--- src/rtl/ecc_scrub_ctrl.sv ---
// Background scrubber: walks every address, reads through the ECC detector,
// writes back single-bit corrections and logs double-bit / self-check events.
module ecc_scrub_ctrl #(
    parameter int unsigned DATA_WIDTH     = 138,
    parameter int unsigned PARITY_WIDTH   = 9,
    parameter int unsigned ADDR_WIDTH     = 8,
    parameter int unsigned DEPTH          = 256,
    parameter int unsigned INTERVAL_WIDTH = 16,
    parameter int unsigned CNT_WIDTH      = 16
) (
    input  logic                      clk,
    input  logic                      rst_n,
    input  logic                      scrub_en_i,
    input  logic [INTERVAL_WIDTH-1:0] scrub_interval_i,
    input  logic                      fault_detc_en_cfg_i,
    input  logic                      cnt_clr_i,
    input  logic                      func_busy_i,
    output logic                      mem_rd_en_o,
    output logic [ADDR_WIDTH-1:0]     mem_rd_addr_o,
    input  logic [DATA_WIDTH-1:0]     det_data_out_i,
    input  logic                      det_sbit_err_i,
    input  logic                      det_dbit_err_i,
    input  logic                      det_ecc_fault_i,
    output logic                      det_fault_detc_en_o,
    output logic [DATA_WIDTH-1:0]     wb_data_o,
    input  logic [PARITY_WIDTH-1:0]   wb_parity_i,
    output logic                      mem_wr_en_o,
    output logic [ADDR_WIDTH-1:0]     mem_wr_addr_o,
    output logic [DATA_WIDTH-1:0]     mem_wr_data_o,
    output logic [PARITY_WIDTH-1:0]   mem_wr_parity_o,
    output logic [CNT_WIDTH-1:0]      sbit_cnt_o,
    output logic [CNT_WIDTH-1:0]      dbit_cnt_o,
    output logic [CNT_WIDTH-1:0]      fault_cnt_o,
    output logic [ADDR_WIDTH-1:0]     err_addr_o,
    output logic                      dbit_irq_o,
    output logic                      fault_irq_o,
    output logic                      pass_done_o,
    output logic                      scrub_busy_o
);

    localparam logic [2:0] ST_IDLE  = 3'd0;
    localparam logic [2:0] ST_WAIT  = 3'd1;
    localparam logic [2:0] ST_READ  = 3'd2;
    localparam logic [2:0] ST_CHECK = 3'd3;
    localparam logic [2:0] ST_WB    = 3'd4;

    localparam logic [ADDR_WIDTH-1:0] LAST_ADDR = ADDR_WIDTH'(DEPTH - 1);
    localparam logic [CNT_WIDTH-1:0]  CNT_MAX   = '1;

    logic [2:0]                state_q, state_d;
    logic [ADDR_WIDTH-1:0]     addr_q, addr_d;
    logic [INTERVAL_WIDTH-1:0] wait_q, wait_d;
    logic [DATA_WIDTH-1:0]     wb_data_q, wb_data_d;
    logic [CNT_WIDTH-1:0]      sbit_q, sbit_d;
    logic [CNT_WIDTH-1:0]      dbit_q, dbit_d;
    logic [CNT_WIDTH-1:0]      fault_q, fault_d;
    logic [ADDR_WIDTH-1:0]     err_addr_q, err_addr_d;
    logic                      dbit_irq_q, dbit_irq_d;
    logic                      fault_irq_q, fault_irq_d;
    logic                      pass_done_q, pass_done_d;
    logic                      fdet_q;
    logic                      advance;

    function automatic logic [CNT_WIDTH-1:0] sat_inc(input logic [CNT_WIDTH-1:0] v);
        return (v == CNT_MAX) ? v : v + CNT_WIDTH'(1);
    endfunction

    always_ff @(posedge clk or negedge rst_n) begin
        if (!rst_n) begin
            state_q     <= ST_IDLE;
            addr_q      <= '0;
            wait_q      <= '0;
            wb_data_q   <= '0;
            sbit_q      <= '0;
            dbit_q      <= '0;
            fault_q     <= '0;
            err_addr_q  <= '0;
            dbit_irq_q  <= 1'b0;
            fault_irq_q <= 1'b0;
            pass_done_q <= 1'b0;
            fdet_q      <= 1'b0;
        end else begin
            state_q     <= state_d;
            addr_q      <= addr_d;
            wait_q      <= wait_d;
            wb_data_q   <= wb_data_d;
            sbit_q      <= sbit_d;
            dbit_q      <= dbit_d;
            fault_q     <= fault_d;
            err_addr_q  <= err_addr_d;
            dbit_irq_q  <= dbit_irq_d;
            fault_irq_q <= fault_irq_d;
            pass_done_q <= pass_done_d;
            fdet_q      <= fault_detc_en_cfg_i;
        end
    end

    // Strobes are decoded against func_busy in the same cycle so the scrubber
    // never collides with a functional access.
    always_comb begin
        state_d     = state_q;
        addr_d      = addr_q;
        wait_d      = wait_q;
        wb_data_d   = wb_data_q;
        sbit_d      = sbit_q;
        dbit_d      = dbit_q;
        fault_d     = fault_q;
        err_addr_d  = err_addr_q;
        dbit_irq_d  = 1'b0;
        fault_irq_d = 1'b0;
        pass_done_d = 1'b0;
        advance     = 1'b0;
        mem_rd_en_o = 1'b0;
        mem_wr_en_o = 1'b0;

        case (state_q)
            ST_IDLE: begin
                if (scrub_en_i) begin
                    state_d = ST_WAIT;
                    wait_d  = scrub_interval_i;
                end
            end
            ST_WAIT: begin
                if (!scrub_en_i) begin
                    state_d = ST_IDLE;
                end else if (wait_q == '0) begin
                    state_d = ST_READ;
                end else begin
                    wait_d = wait_q - INTERVAL_WIDTH'(1);
                end
            end
            ST_READ: begin
                if (!scrub_en_i) begin
                    state_d = ST_IDLE;
                end else if (!func_busy_i) begin
                    mem_rd_en_o = 1'b1;
                    state_d     = ST_CHECK;
                end
            end
            ST_CHECK: begin
                if (det_ecc_fault_i) begin
                    fault_d     = sat_inc(fault_q);
                    err_addr_d  = addr_q;
                    fault_irq_d = 1'b1;
                    advance     = 1'b1;
                end else if (det_dbit_err_i) begin
                    dbit_d     = sat_inc(dbit_q);
                    err_addr_d = addr_q;
                    dbit_irq_d = 1'b1;
                    advance    = 1'b1;
                end else if (det_sbit_err_i) begin
                    sbit_d    = sat_inc(sbit_q);
                    wb_data_d = det_data_out_i;
                    state_d   = ST_WB;
                end else begin
                    advance = 1'b1;
                end
            end
            ST_WB: begin
                if (!func_busy_i) begin
                    mem_wr_en_o = 1'b1;
                    advance     = 1'b1;
                end
            end
            default: state_d = ST_IDLE;
        endcase

        if (advance) begin
            if (addr_q == LAST_ADDR) begin
                addr_d      = '0;
                pass_done_d = 1'b1;
            end else begin
                addr_d = addr_q + ADDR_WIDTH'(1);
            end
            if (scrub_en_i) begin
                state_d = ST_WAIT;
                wait_d  = scrub_interval_i;
            end else begin
                state_d = ST_IDLE;
            end
        end

        if (cnt_clr_i) begin
            sbit_d  = '0;
            dbit_d  = '0;
            fault_d = '0;
        end
    end

    assign mem_rd_addr_o       = addr_q;
    assign mem_wr_addr_o       = addr_q;
    assign wb_data_o           = wb_data_q;
    assign mem_wr_data_o       = wb_data_q;
    assign mem_wr_parity_o     = wb_parity_i;
    assign det_fault_detc_en_o = fdet_q;
    assign sbit_cnt_o          = sbit_q;
    assign dbit_cnt_o          = dbit_q;
    assign fault_cnt_o         = fault_q;
    assign err_addr_o          = err_addr_q;
    assign dbit_irq_o          = dbit_irq_q;
    assign fault_irq_o         = fault_irq_q;
    assign pass_done_o         = pass_done_q;
    assign scrub_busy_o        = (state_q != ST_IDLE);

endmodule

--- config.mk ---
export PLATFORM = sky130hd
export DESIGN_NAME = ecc_scrub_ctrl
export DESIGN_NICKNAME = d
export VERILOG_FILES = /design/src/rtl/ecc_scrub_ctrl.sv
export SDC_FILE = /design/constraint.sdc
export NUM_CORES = 1
export LEC_CHECK = 0
export BUFFER_PORTS_ARGS = -buffer_cell sky130_fd_sc_hd__buf_2
export CAP_MARGIN = 10
export CORE_AREA = 10 10 199 201
export CTS_BUF_LIST = sky130_fd_sc_hd__clkbuf_4
export DETAILED_ROUTE_END_ITERATION = 16
export DIE_AREA = 0 0 209 211
export PLACE_DENSITY = 0.63
export SETUP_SLACK_MARGIN = 0.4
export SYNTH_ARGS = -nofsm -noshare
export SYNTH_HDL_FRONTEND = slang
export SYNTH_SLANG_ARGS = --single-unit
--- constraint.sdc ---
create_clock -name clk -period 2.38 [get_ports clk]
set_input_delay 0.238 -clock clk [delete_from_list [all_inputs] [get_ports clk]]
set_output_delay 0.238 -clock clk [all_outputs]
set_load 0.02 [all_outputs]
* Yosys cells after proc, flatten, opt, wreduce, memory -nomap -nowiden
Cells that the tools add are included.
Storage, ports and cells: register bits after elaboration 225, bits of input ports 172, output and inout port bits 364, word-level logic and storage cells 103
Operators by class: $add $sub $neg 5, eq/ne operators 20, multiplexer cells 50, bitwise logic cells 2, reductions and logical operators 14
Operators by type and width (number):
- 2-to-1 mux 16 bit | 20
- adder 16 x 1 -> 16 bit, second input constant | 3
- == test 16 bit, second input constant | 3
- case mux 16 bit (2 select lines) | 1
- 2-to-1 mux 3 bit | 9
- 2-to-1 mux 8 bit | 3
- zero test 16 bit | 1
- subtractor 16 x 1 -> 16 bit, second input constant | 1
- 2-to-1 mux 1 bit | 15
- case mux 3 bit (5 select lines) | 1
- inequality test 2 bit, second input constant | 6
- inequality test 3 bit, second input constant | 4
- nonzero test 2 bit | 5
- adder 8 x 1 -> 8 bit, second input constant | 1
- == test 8 bit, second input constant | 1
- inequality test 4 bit, second input constant | 2
- AND reduction 4 bit | 2
- AND reduction 7 bit | 1
- == test 3 x 2 -> 1 bit, second input constant | 2
- AND reduction 5 bit | 1
- == test 3 x 1 -> 1 bit, second input constant | 1
- == test 3 bit, second input constant | 1
- zero test 3 bit | 1
- AND reduction 3 bit | 1
- other kinds (4) | 5

* Depth between registers and ports, before layout
Gate-level depths: netlist of the first run.
depth after elaboration 7, depth in mapped cells 8, depth with buffers taken out 7

* Worst setup path before layout of the first run
OpenSTA, ideal clock, no wires.
path kind register to register, start point register state_q[1], end point register addr_q[5] (netlist: mem_rd_addr_o[5]), setup time 0.135 ns, data arrival time 2.169 ns, required time 2.245 ns, slack 0.076 ns, stages on the path, launching flop included 7, path buffers 1, clock period less this slack 2.304 ns, cells stage by stage dfrtp_1 > buf_2 > nor4b_1 > a21o_1 > nand4_1 > o211ai_1 > o31ai_1
Between the ends: cells in the longest elaborated chain, start to end 2, elaborated cells between the ends (all ways) 3, classes of those cells eq/ne: 2; mux: 1
Ends and longest elaborated chain:
- start, declared | line 50 | logic [2:0] state_q, state_d;
- start signal, assigned | line 83 | state_q <= state_d;
- == test 3 bit / == test 3 x 2 -> 1 bit (equally long branches) | line 116 | case (state_q)
- case mux 1 bit (2 select lines) (*) | line 116
- end signal, assigned | line 84 | addr_q <= addr_d;
- end, declared | line 51 | logic [ADDR_WIDTH-1:0] addr_q, addr_d;
Every way passes the cells marked *; elsewhere a longest branch is shown, timed or not. A chain may end at the register's enable or synchronous reset.

* Worst setup path in the final report of the first run
start point register state_q[1], end point output scrub_busy_o
Between the ends: cells in the longest elaborated chain, start to end 1
Ends and longest elaborated chain:
- nonzero test 3 bit | line 203 | assign scrub_busy_o = (state_q != ST_IDLE);
- end, declared | line 38 | output logic scrub_busy_o
Every way passes these cells.

==> flow_results.org, run 1 <==
** Floorplanning
- Std-Cell Core Area :: 35,400 um2
- Number of placement rows :: 69
- Die Wd :: 209 um
- Overall die area :: 44,100 um2
- Effective utilization at floorplan :: 0.315
- Number of top-level pins :: 536
- Die outline height :: 211 um

** Job
- Max-cap violations in this run came to 0.

** CTS
- CTS built an H-tree with a depth of 3.
- At the later pin of the worst-skew pair, clock insertion delay measures 0.72 ns.
- After clock tree synthesis, the clock-pin slew on the worst setup and hold paths is 0.05 ns.
- CTS max path bufs :: 3
- Total clock buffers created by CTS :: 68
- The tree is rooted in a sky130_fd_sc_hd__clkbuf_4.
- TritonCTS built the clock tree.
- Clock tree synthesis found a total of 225 sinks.

** Yosys
- The share of synthesized area in the top cell type comes to 0.505.
- Ranked by total cell area, the synthesized netlist is headed by sky130_fd_sc_hd__dfrtp_1 51%, sky130_fd_sc_hd__mux2_2 15%, sky130_fd_sc_hd__buf_4 11%.
- The largest total area in the synthesized netlist belongs to sky130_fd_sc_hd__dfrtp_1.
- The synthesized netlist occupies a cell area of 11,100 um2.
- Primary FF master, synth :: sky130_fd_sc_hd__dfrtp_1
- Library cell with the highest instance count after synthesis :: sky130_fd_sc_hd__dfrtp_1
- In this run, synthesis produced a sequential element count of 225.
- The netlist uses 59 different library cells.
- In this run, synthesis inferred 0 flip-flops with an integrated enable.
- Post-synth top cells :: 225 x sky130_fd_sc_hd__dfrtp_1, 156 x sky130_fd_sc_hd__buf_4, 148 x sky130_fd_sc_hd__mux2_2, 62 x sky130_fd_sc_hd__nor2_1, 33 x sky130_fd_sc_hd__nand2_1
- Counting every net in the synthesized netlist gives 1,145.
- Mean instance size in the synthesized netlist :: 11.5 um2
- The share of the Yosys chip area taken by registers is 0.505.
- Of all flip-flops after synthesis, the portion carrying an async set or reset was 1.00.
- Synthesized instance count :: 967
- Yosys Warn Count :: 0

** Place
- The wire-length estimate of the detail-placed layout is 31,500 um.
- Input and output buffers added on the ports amount to 517.
- In this run, placement finished with an instance count of 1,791.
- RePlAce Congestion :: 0.856

** STA
- The tightest hold path in the finished design has a slack of 0.270 ns.
- Unrepaired setup endpoints after global routing :: true
- Setup total negative slack :: 0 ns
- Top achievable clock speed :: 0.496 GHz
- Final worst path period need :: 2.02 ns
- Measured against its own limit, the worst slew margin works out to 0.619.
- Count of final max-slew check failures :: 0
- Final setup violation count :: 0
- Count of endpoints failing hold in the final timing report :: 0
- Worst clock skew :: 0.0180 ns
- Of the available clock period, the critical path in the final layout requires 0.847.
- Slew at the pin with the worst max-slew slack :: 0.567 ns

** Worst hold path
- Worst hold-check path type :: primary input to flop
- The worst hold path was traced through 2 stages.

** Status
- Run status :: complete, no violations

** Worst setup path
- On the critical path, the stage with the largest delay is an instance of sky130_fd_sc_hd__dfrtp_2.
- Critical path depth in cells :: 3
- The largest single stage delay on the critical path is 0.42 ns.
- Worst reg-to-reg path cell count :: 8
- For the worst setup path, the data required time is 2.14 ns.
- Critical path start-end classification :: flop to primary output
- Biggest fanout along the worst timing path :: 11
- Endpoint class of the critical path :: primary output
- Traced cell by cell, the critical path runs through buf_12, or3_4, buf_6.
- Buffers plus inverters on the worst setup path :: 2
- The worst setup path is launched from a flop.
- Category of cells accounting for the largest share of critical-path delay :: flip-flops
- Arrival time worst endpoint :: 1.78 ns

** Cells and area
- Nets :: 1,799
- After the flow finishes, the layout carries non-filler instances totaling 2,133.
- Share of cells above drive strength 1 :: 0.550
- Area growth from synthesis to layout :: 55.0%

** GRT
- Entering global routing, the biggest net connects 65 pins.
- The number of antenna violations at the first check in global routing came to 5.
- First-pass GRT wire length :: 67,100 um
- Overall global routing resource usage :: 0.194
- The via count of the first global-routing pass was 10.7k.
- Summed over all layers, the global routing overflow is 0.

** Detailed routing
- In the final routed layout, each cell accounts on average for 22.6 um.
- Antenna violation net count after detailed routing :: 0
- Routed vias/inst :: 4.84
- For this block, the initial DRC count from the detailed router was 728.
- Post-Route WL :: 48,200 um
- After detailed routing, the number of remaining DRC violations is 0.
- First-pass iteration count of the detailed router :: 5
- Via count :: 10.3k

** Pwr
- Pwr per Cell Area :: 653 nW/um2
- Standby leakage power :: 9.03 nW
- Final total power :: 0.0113 W
- VDD sags by at most 0.523 mV.
## worst paths after layout
| path | end | slack (ns) | from |
|---|---|---|---|
| max in group asynchronous | mem_wr_data_o[107]$_DFFE_PN0P_ | 0.59 | rst_n |
| min in group asynchronous | mem_wr_data_o[39]$_DFFE_PN0P_ | 0.61 | rst_n |
| hold / removal | det_fault_detc_en_o$_DFF_PN0_ | 0.27 | fault_detc_en_cfg_i |
| setup / recovery | scrub_busy_o | 0.36 | state_q[1]$_DFFE_PN0P_ |
| hold reg to reg | err_addr_o[1]$_DFFE_PN0P_ | 0.50 | err_addr_o[1]$_DFFE_PN0P_ |
| setup reg to reg | mem_wr_data_o[53]$_DFFE_PN0P_ | 0.40 | state_q[2]$_DFFE_PN0P_ |
## kinds of logic (layout without fill, tap and decap cells)
group | after synthesis | after routing | share of synthesized area
AO/OA/AOI/OAI | 79 | 79 | 0.0452
adder cells (fa/ha/maj) | 6 | 6 | 0.00673
XOR/XNOR | 46 | 46 | 0.0361
flip-flops | 225 | 225 | 0.505
AND/OR/NAND/NOR | 251 | 251 | 0.126
other | 0 | 4 | 0
buffers and inverters | 203 | 904 | 0.123
multiplexers | 157 | 157 | 0.158
## power breakdown
group / internal [W] / switching [W]
Combinational: 0.00138 / 0.00156
Clock: 0.00207 / 0.00180
Sequential: 0.00410 / 0.000379
## sequential cells by signal, summed over array words and instances, names as in the netlist
name / flops
dbit_cnt_o: 16
dbit_irq_o: 1
det_fault_detc_en_o: 1
err_addr_o: 8
fault_cnt_o: 16
fault_irq_o: 1
mem_rd_addr_o: 8
mem_wr_data_o: 138
pass_done_o: 1
sbit_cnt_o: 16
state_q: 3
wait_q: 16
## layer usage
layer	track usage	up-vias	routed length (um)
li1	-	4623	-
met1	0.215	5103	18300
met2	0.320	492	23800
met3	0.0711	100	4030
met4	0.105	2	2040
met5	0	-	7
## what timing repair did
| action | in CTS | in global routing |
|---|---|---|
| hold buffers | 164 | 0 |
| pin swaps | 11 | 20 |
| endpoints found under the setup margin | 168 | 172 |
| cloned | 5 | 14 |
| hold endpoints to repair | 402 | 0 |
| gates resized for setup | 38 | 127 |
| setup buffers | 23 | 15 |
## worst reg2reg max path, stage by stage, from the launching register on
cell                       delay [ns]
sky130_fd_sc_hd__dfrtp_2         0.44
sky130_fd_sc_hd__buf_6           0.14
sky130_fd_sc_hd__nand3b_1        0.17
sky130_fd_sc_hd__buf_6           0.14
sky130_fd_sc_hd__nor2_4          0.14
sky130_fd_sc_hd__buf_12          0.18
sky130_fd_sc_hd__buf_4           0.16
sky130_fd_sc_hd__buf_16          0.14
sky130_fd_sc_hd__mux2_2          0.36
## layout by cell type (no fill, tap or decap), types with 10 or more instances in the layout
cell type	Yosys	routed
sky130_fd_sc_hd__buf_4	156	51
sky130_fd_sc_hd__clkinv_1	0	14
sky130_fd_sc_hd__o211ai_1	12	12
sky130_fd_sc_hd__o21ai_0	27	24
sky130_fd_sc_hd__nor4_1	13	10
sky130_fd_sc_hd__dfrtp_1	225	220
sky130_fd_sc_hd__xnor2_1	25	25
sky130_fd_sc_hd__nand4_1	20	20
sky130_fd_sc_hd__buf_12	0	11
sky130_fd_sc_hd__nor2_1	62	61
sky130_fd_sc_hd__nor3_1	21	18
sky130_fd_sc_hd__clkbuf_16	0	11
sky130_fd_sc_hd__dlygate4sd3_1	0	164
sky130_fd_sc_hd__nand3_1	32	30
sky130_fd_sc_hd__clkbuf_4	0	96
sky130_fd_sc_hd__xor2_1	21	21
sky130_fd_sc_hd__buf_2	20	514
sky130_fd_sc_hd__nand2_1	33	31
sky130_fd_sc_hd__mux2_2	148	73
sky130_fd_sc_hd__mux2_4	0	75
sky130_fd_sc_hd__a21oi_1	12	11
sky130_fd_sc_hd__inv_1	14	12
## metrics by stage
| step | setup WS, ns | cell area [um2] | utilization |
|---|---|---|---|
| after floorplan | 0.434 | 11200 | - |
| after global placement | 0.261 | 13400 | 0.377 |
| after detailed placement | 0.199 | 13400 | 0.377 |
| after CTS | 0.252 | 16400 | 0.462 |
| after global routing | 0.250 | 17300 | 0.488 |
| final | 0.364 | 17300 | 0.488 |
## final cells by class
class,count,area [um2]
fillers,3127,18100
flip-flops and latches,225,5640
repair buffers,773,5490
multi-input cells,539,4660
clock buffers,96,721
well taps,461,577
clock inverters,21,135
inverters,14,52.6
diodes,4,10.0
Power figures use the tool's default switching activity.
==> run 2, diff against run 1 <==
- CORE_AREA: 10 10 199 201 -> 10 10 202 204
- DIE_AREA: 0 0 209 211 -> 0 0 212 214
- PLACE_DENSITY: 0.63 -> 0.64
- clock period: 2.38 -> 1.67 ns (I/O delays scaled with it)
==> run 2 against run 1 <==
The run now ends with negative setup slack left. Via count is 12% higher. Die area is 2.9% higher. Core utilization is 10 points higher. Final cell count is 12% higher. Clock power is 42% higher. Count of clock-buffer cells in the layout is 4 higher. Sequential share of layout area is 6.5 points lower. Design area is 26% higher. Highest routed layer is now met4.
==> flow_results.org, run 2 (synthesis results as in run 1) <==
** Status
- The checks that failed: negative setup slack.
- The run finished, with violations left.

** Detailed routing
- Iter 0 DRT Violations :: 818 (+12%)
- The vias after detailed routing is 11.5k (+12%).
- The number of nets with antenna violations after detailed routing is 0 (unchanged).
- The total length of routed wires is 54,200 um (+13%).
- Routed len/inst :: 22.6 um (about the same)
- First-pass iteration count of the detailed router :: 5 (unchanged)
- Routed vias/inst :: 4.81 (-0.65%)
- The number of design rule violations left after detail routing was 0 (unchanged).

** STA
- Worst clock skew :: 0.0610 ns (+0.0430 ns)
- The worst-case headroom to the max-slew limit came to 0.684 (+0.0645).
- Count of final max-slew check failures :: 0 (unchanged)
- Of the available clock period, the critical path in the final layout requires 1.16.
- Final setup violation count :: 205 (+205)
- Final worst path period need :: 1.94 ns
- The transition time at the pin with the least slew margin was 0.473 ns (-0.0939 ns).
- For this run, the top clock speed supported by timing is 0.514 GHz.
- The final-report hold violation count is 0 (unchanged).
- Worst path setup slack after routing :: -0.275 ns (-0.639 ns)
- Setup repair after global routing could not meet its margin everywhere.

** CTS
- Count of H-tree levels built during CTS :: 3 (unchanged)
- TritonCTS built the clock tree.
- Number of sinks handled by clock tree synthesis :: 225 (unchanged)
- Register clock-pin slew on the reported worst setup and hold paths :: 0.07 ns (+0.02 ns)
- Cell chosen for the clock root :: sky130_fd_sc_hd__clkbuf_4
- Total clock buffers created by CTS :: 66 (-2.9%)
- The number of buffers on the longest clock path is 3 (unchanged).
- The insertion delay of the later-clocked pin in the worst-skew pair came to 0.73 ns (about the same).

** GRT
- The via count of the first global-routing pass was 12.2k (+13%).
- The global-route wire length before repair was 75,500 um (+12%).
- Initial antenna violation count :: 6 (+1)
- The global route total overflow was 0 (unchanged).
- Overall global routing resource usage :: 0.213 (+0.0191)
- The pin count of the biggest net entering global routing is 59 (-9.2%).

** Cells and area
- The filler-free cell count of the finished design is 2,399 (+12%).
- Highest-count cells in the layout ignoring fill and taps :: 308 x sky130_fd_sc_hd__buf_6, 299 x sky130_fd_sc_hd__buf_2, 209 x sky130_fd_sc_hd__buf_4
- Share of cells above drive strength 1 :: 0.678 (+0.128)
- From synthesis to final layout, the design area changed by 96.1%.
- The count of fill cells added during filler insertion came to 2,710 (-13%).
- Flip-flop count of the largest register, all copies and words added :: 138 (unchanged)
- Nets :: 2,050 (+14%)
- Leaving out fill and tap cells, the most frequent cell in the layout is sky130_fd_sc_hd__buf_6.
- The utilization of the core after routing is 0.590 (+0.102).
- The area of all placed cells without fillers is 21,900 um2 (+26%).

** Worst setup path
- The data required time of the critical path was 2.23 ns (+0.09 ns).
- Critical path start-end classification :: flop to flop
- Grouping stages by cell kind, the critical path spends the most delay in buffers and inverters.
- Slowest library cell on the worst path :: sky130_fd_sc_hd__dfrtp_2
- Arrival time worst endpoint :: 2.50 ns (+0.72 ns)
- Setup crit start kind :: flop
- Buffers plus inverters on the worst setup path :: 6 (+4)
- Cell-by-cell listing of the critical path :: nand3b_1, buf_6, nor2_4, buf_6, buf_12, buf_12, buf_6, buf_8, mux2_4
- Counting stages on the worst path, the most repeated cell is sky130_fd_sc_hd__buf_6.
- Endpoint class of the critical path :: flop
- The maximum single-stage delay on the critical path was 0.44 ns (+0.02 ns).
- The largest fanout on the critical path is 8 (-3).

** Floorplanning
- Die Wd :: 212 um (+1.4%)
- The height of the die is 214 um (+1.4%).
- The I/O pin count was 536 (unchanged).
- The die area came to 45,400 um2 (+2.9%).
- Effective utilization at floorplan :: 0.301 (-0.0140)
- Number of placement rows :: 71 (+2.9%)
- The core box area is 37,000 um2 (+4.7%).

** Place
- The count of placed standard cells including taps came to 1,930 (+7.8%).
- RePlAce Congestion :: 0.856 (about the same)
- Worst slack at placement :: -0.266 ns (-0.464 ns)
- The count of buffers from port buffering came to 517 (unchanged).
- Detailed placer's ending HPWL :: 32,300 um (+2.4%)
- The post-placement cell area is 15,200 um2 (+14%).

** Worst hold path
- The tightest min-delay check is of the primary input to flop type.

** Pwr
- Final total power :: 0.0180 W (+59%)
- The static leakage came to 10.8 nW (+20%).
- The worst vdd rail ir drop is 0.886 mV (+70%).
- The power density of the placed cells came to 822 nW/um2 (+26%).

** Job
- The max-cap violation count was 0 (unchanged).
[run 2: worst paths after layout]
path / cells past startpoint / slack [ns] / end / start
worst max-delay path: 9 / -0.27 / mem_wr_data_o[23]$_DFFE_PN0P_ / state_q[2]$_DFFE_PN0P_
worst max register to register: 9 / -0.27 / mem_wr_data_o[23]$_DFFE_PN0P_ / state_q[2]$_DFFE_PN0P_
min in group asynchronous: 3 / 0.52 / mem_wr_data_o[76]$_DFFE_PN0P_ / rst_n
worst min register to register: 1 / 0.51 / err_addr_o[6]$_DFFE_PN0P_ / err_addr_o[6]$_DFFE_PN0P_
max in group asynchronous: 4 / 0.40 / sbit_cnt_o[2]$_DFFE_PN0P_ / rst_n
worst min-delay path: 5 / 0.12 / state_q[0]$_DFFE_PN0P_ / func_busy_i
[run 2: worst reg2reg max path: cells and delay by family (launching register included)]
kind / cells / cell delay [ns]
multiplexers: 1 / 0.30
buffers and inverters: 6 / 0.76
AND/OR/NAND/NOR: 2 / 0.32
flip-flops: 1 / 0.44
[run 2: final cells by class]
| class | count | area, um2 | share of cell area |
|---|---|---|---|
| Antenna cell | 9 | 22.5 | 0.00103 |
| Timing Repair Buffer | 1025 | 9120 | 0.417 |
| Clock buffer | 100 | 751 | 0.0343 |
| Sequential cell | 225 | 5700 | 0.261 |
| Inverter | 14 | 62.6 | 0.00286 |
| Tap cell | 474 | 593 | 0.0271 |
| Clock inverter | 12 | 75.1 | 0.00343 |
| Multi-Input combinational cell | 540 | 5530 | 0.253 |
[run 2: timing repair]
item                                    in CTS  in global routing
gates cloned                                11                  0
hold buffers                               161                  0
pin swaps                                   64                 39
resized for setup                          450                301
hold endpoints to repair                   431                  0
endpoints found under the setup margin     578                596
setup buffers                              108                 68
[run 2: stage by stage]
| stage | hold WS [ns] | TNS (ns) |
|---|---|---|
| 2_1_floorplan | -0.129 | -32.35 |
| 3_3_place_gp | 0.133 | -37.33 |
| 3_5_place_dp | 0.130 | -38.51 |
| 4_1_cts | -0.0310 | -46.19 |
| 5_1_grt | 0.0677 | -57.84 |
| 6_report | 0.123 | -38.44 |
[run 2: report_power, final]
group	internal, W	switching (W)	leakage (nW)
Clock	0.00287	0.00262	0.498
Sequential	0.00584	0.000454	2.97
Combinational	0.00328	0.00291	7.35
Total	0.0120	0.00598	10.8
[run 2: metal layers]
layer | vias to the layer above | wire (um) | track usage
met5 | - | 0 | 0
met4 | 0 | 2550 | 0.0937
met3 | 130 | 4120 | 0.0652
met2 | 526 | 27800 | 0.365
met1 | 5764 | 19700 | 0.238
li1 | 5111 | - | -
==> run 3, diff against run 2 <==
- CTS_CLUSTER_DIAMETER: not set -> 30
- PLACE_DENSITY: 0.64 -> not set
==> run 3 against run 2 <==
The flow still finishes with violations (negative setup slack). Worst hold slack got worse by 0.033 ns. Routed wire length decreased by 2.3%. Final cell count decreased by 0.33%. Die area unchanged. First-iteration DRC count decreased by 29%. Critical endpoint is now wait_q[3]$_DFF_PN0_. Largest cell class unchanged.
==> flow_results.org, run 3 (synthesis results as in run 1) <==
** Status
- Run status :: finished with violations
- The final reports fail on negative setup slack.

** Worst setup path
- Endpoint class of the critical path :: flop
- The worst setup path is launched from a flop.
- Required time worst endpoint :: 2.29 ns (+0.06 ns)
- Biggest fanout along the worst timing path :: 7 (-1)
- Start point of the critical path :: state_q[0]$_DFFE_PN0P_
- The worst path arrival time was 2.69 ns (+0.19 ns).
- By startpoint and endpoint, the worst setup path is classified as flop to flop.
- The startpoint identified for the worst register-to-register timing path is state_q[0]$_DFFE_PN0P_.

** Worst hold path
- Startpoint of the lowest-slack hold path :: fault_detc_en_cfg_i
- The worst hold path belongs to the class primary input to flop.

** CTS
- CTS max path bufs :: 3 (unchanged)
- The number of sinks on the clock net was 225 (unchanged).
- TritonCTS built the clock tree.
- Worst-skew pair later-pin latency :: 0.75 ns (+0.02 ns)
- CTS placed an instance of sky130_fd_sc_hd__clkbuf_4 at the clock tree root.
- The number of CTS-inserted buffers came to 74 (+12%).
- Count of H-tree levels built during CTS :: 3 (unchanged)
- Register clock-pin slew on the reported worst setup and hold paths :: 0.06 ns (about the same)

** Place
- Worst slack at placement :: -0.293 ns (-0.0269 ns)
- Number of cells in the design after placement :: 1,929 (-0.052%)
- RePlAce Congestion :: 0.880 (+2.8%)
- Number of port buffers :: 517 (unchanged)
- Detailed placer's ending HPWL :: 33,000 um (+2.4%)

** STA
- The post-route fraction of the period consumed by the critical path is 1.24 (+0.0784).
- The worst-case headroom to the max-slew limit was 0.706 (+0.0226).
- Setup repair after global routing could not meet its margin everywhere.
- The worst setup slack after layout came to -0.406 ns (-0.131 ns).
- The timing-limited maximum frequency is 0.482 GHz (-6.3%).
- The time the worst path needs with I/O delays and setup was 2.08 ns (+0.131 ns).
- Final setup violation count :: 218 (+6.3%)
- The transition time at the pin with the least slew margin is 0.437 ns (-0.0363 ns).
- Count of final max-slew check failures :: 0 (unchanged)
- Worst clock skew :: 0.0597 ns (-0.00123 ns)
- The final-report hold violation count was 0 (unchanged).

** GRT
- The overall fraction of global-route tracks in use is 0.208 (-0.00486).
- Via count of the first global-routing pass :: 11.9k (-2.3%)
- The global route total overflow was 0 (unchanged).
- Initial antenna violation count :: 5 (-1)
- First-pass GRT wire length :: 73,800 um (-2.3%)
- Pin count of the biggest net entering global routing :: 49 (-17%)

** Detailed routing
- The number of design rule violations left after detail routing came to 0 (unchanged).
- The detail-routed via count per cell is 4.78 (-0.58%).
- The met3 wire length came to 4120 um (+0.19%).
- Antenna violation net count after detailed routing :: 0 (unchanged)
- The number of DRC violations after detailed-routing iteration 0 was 582 (-29%).
- Routed len/inst :: 22.1 um (-2.0%)
- The total length of routed wires was 53,000 um (-2.3%).
- The vias after detailed routing was 11.4k (-0.91%).
- The wire length on met2 was 27,400 um (-1.7%).
- The detailed-routing iteration count for the pre-antenna-repair pass was 5 (unchanged).
- The post-route met1 wirelength came to 19,400 um (-1.9%).
- Max Used Layer :: met4

** Floorplanning
- Overall die area :: 45,400 um2 (unchanged)
- Number of placement rows :: 71 (unchanged)
- Die outline height :: 214 um (unchanged)
- The horizontal extent of the die was 212 um (unchanged).
- Std-Cell Core Area :: 37,000 um2 (unchanged)
- The starting density of the core was 0.301 (unchanged).
- The I/O pin count is 536 (unchanged).

** Cells and area
- Nets :: 2,037 (-0.63%)
- The filler-free cell count of the finished design came to 2,391 (-0.33%).
- Total of fill cells in the finished design :: 2,774 (+2.4%)
- Area growth from synthesis to layout :: 93.3%
- The library cell used most frequently in the layout, excluding fill and tap cells, is sky130_fd_sc_hd__buf_2.
- Share of cells above drive strength 1 :: 0.674 (-0.00486)
- The flip-flop count of the largest register after layout was 138 (unchanged).
- Highest-count cells in the layout ignoring fill and taps :: 350 x sky130_fd_sc_hd__buf_2, 242 x sky130_fd_sc_hd__buf_6, 200 x sky130_fd_sc_hd__buf_4

** Pwr
- The worst vdd rail ir drop is 0.802 mV (-9.5%).
- The power density of the placed cells came to 834 nW/um2 (+1.4%).
- The sum of internal, switching and leakage power was 0.0180 W (about the same).
- The static leakage is 10.7 nW (-0.90%).

** Job
- The max-cap violation count came to 0 (unchanged).
## run 3: cell types whose count changed in the layout (fill, tap and decap cells not counted), moves of 9 or more
cell                       delta
sky130_fd_sc_hd__buf_6       -66
sky130_fd_sc_hd__buf_2       +51
sky130_fd_sc_hd__clkinv_2    +10
sky130_fd_sc_hd__buf_16       +9
sky130_fd_sc_hd__buf_4        -9
sky130_fd_sc_hd__clkinv_1     +9
## run 3: layout make-up
type,count,area [um2],share of cell area
Timing Repair Buffer,1004,8710,0.404
Sequential cell,225,5700,0.265
Inverter,14,65.1,0.00302
Clock buffer,101,758,0.0352
Antenna cell,5,12.5,0.000581
Clock inverter,28,118,0.00546
Tap cell,474,593,0.0275
Multi-Input combinational cell,540,5590,0.260
## run 3: critical path, cell delays in order (launching register included)
cell and delay, ns:
sky130_fd_sc_hd__dfrtp_1 0.42, sky130_fd_sc_hd__buf_6 0.15, sky130_fd_sc_hd__buf_6 0.11, sky130_fd_sc_hd__buf_6 0.11, sky130_fd_sc_hd__or2_4 0.22, sky130_fd_sc_hd__or3_4 0.37, sky130_fd_sc_hd__o211ai_1 0.15, sky130_fd_sc_hd__buf_4 0.24
sky130_fd_sc_hd__nand2_1 0.08, sky130_fd_sc_hd__o211ai_1 0.10
## run 3: where the power goes
part	internal (W)	switching (W)	total, W
Sequential	0.00584	0.000459	0.00630
Combinational	0.00329	0.00286	0.00615
Clock	0.00281	0.00270	0.00551
## run 3: stage by stage
step	hold slack, ns	TNS (ns)	instance area [um2]	util
floorplan	-0.129	-32.35	12100	-
finish	0.0900	-53.63	21600	0.582
CTS	0.00215	-54.12	19500	0.526
global route	0.0518	-71.41	21600	0.582
global placement	0.121	-24.70	15200	0.411
detailed placement	0.125	-31.53	15200	0.411
## run 3: final timing paths
kind | end | slack [ns] | cells after the start
min in group asynchronous | fault_cnt_o[12]$_DFFE_PN0P_ | 0.46 | 3
max reg2reg | wait_q[3]$_DFF_PN0_ | -0.41 | 9
max in group asynchronous | sbit_cnt_o[13]$_DFFE_PN0P_ | 0.50 | 4
max | wait_q[3]$_DFF_PN0_ | -0.41 | 9
min reg2reg | err_addr_o[5]$_DFFE_PN0P_ | 0.51 | 1
min | det_fault_detc_en_o$_DFF_PN0_ | 0.09 | 2
## run 3: layer usage
layer	vias up	track usage
li1	5104	-
met4	0	0.108
met1	5753	0.228
met3	108	0.0675
met2	461	0.352
met5	-	0
## run 3: timing repair
| item | in CTS | in global routing |
|---|---|---|
| hold endpoints to repair | 428 | 0 |
| endpoints found under the setup margin | 578 | 579 |
| cloned | 16 | 1 |
| setup buffers | 70 | 79 |
| hold buffers | 162 | 0 |
| resized for setup | 204 | 470 |
| pin swaps | 52 | 60 |
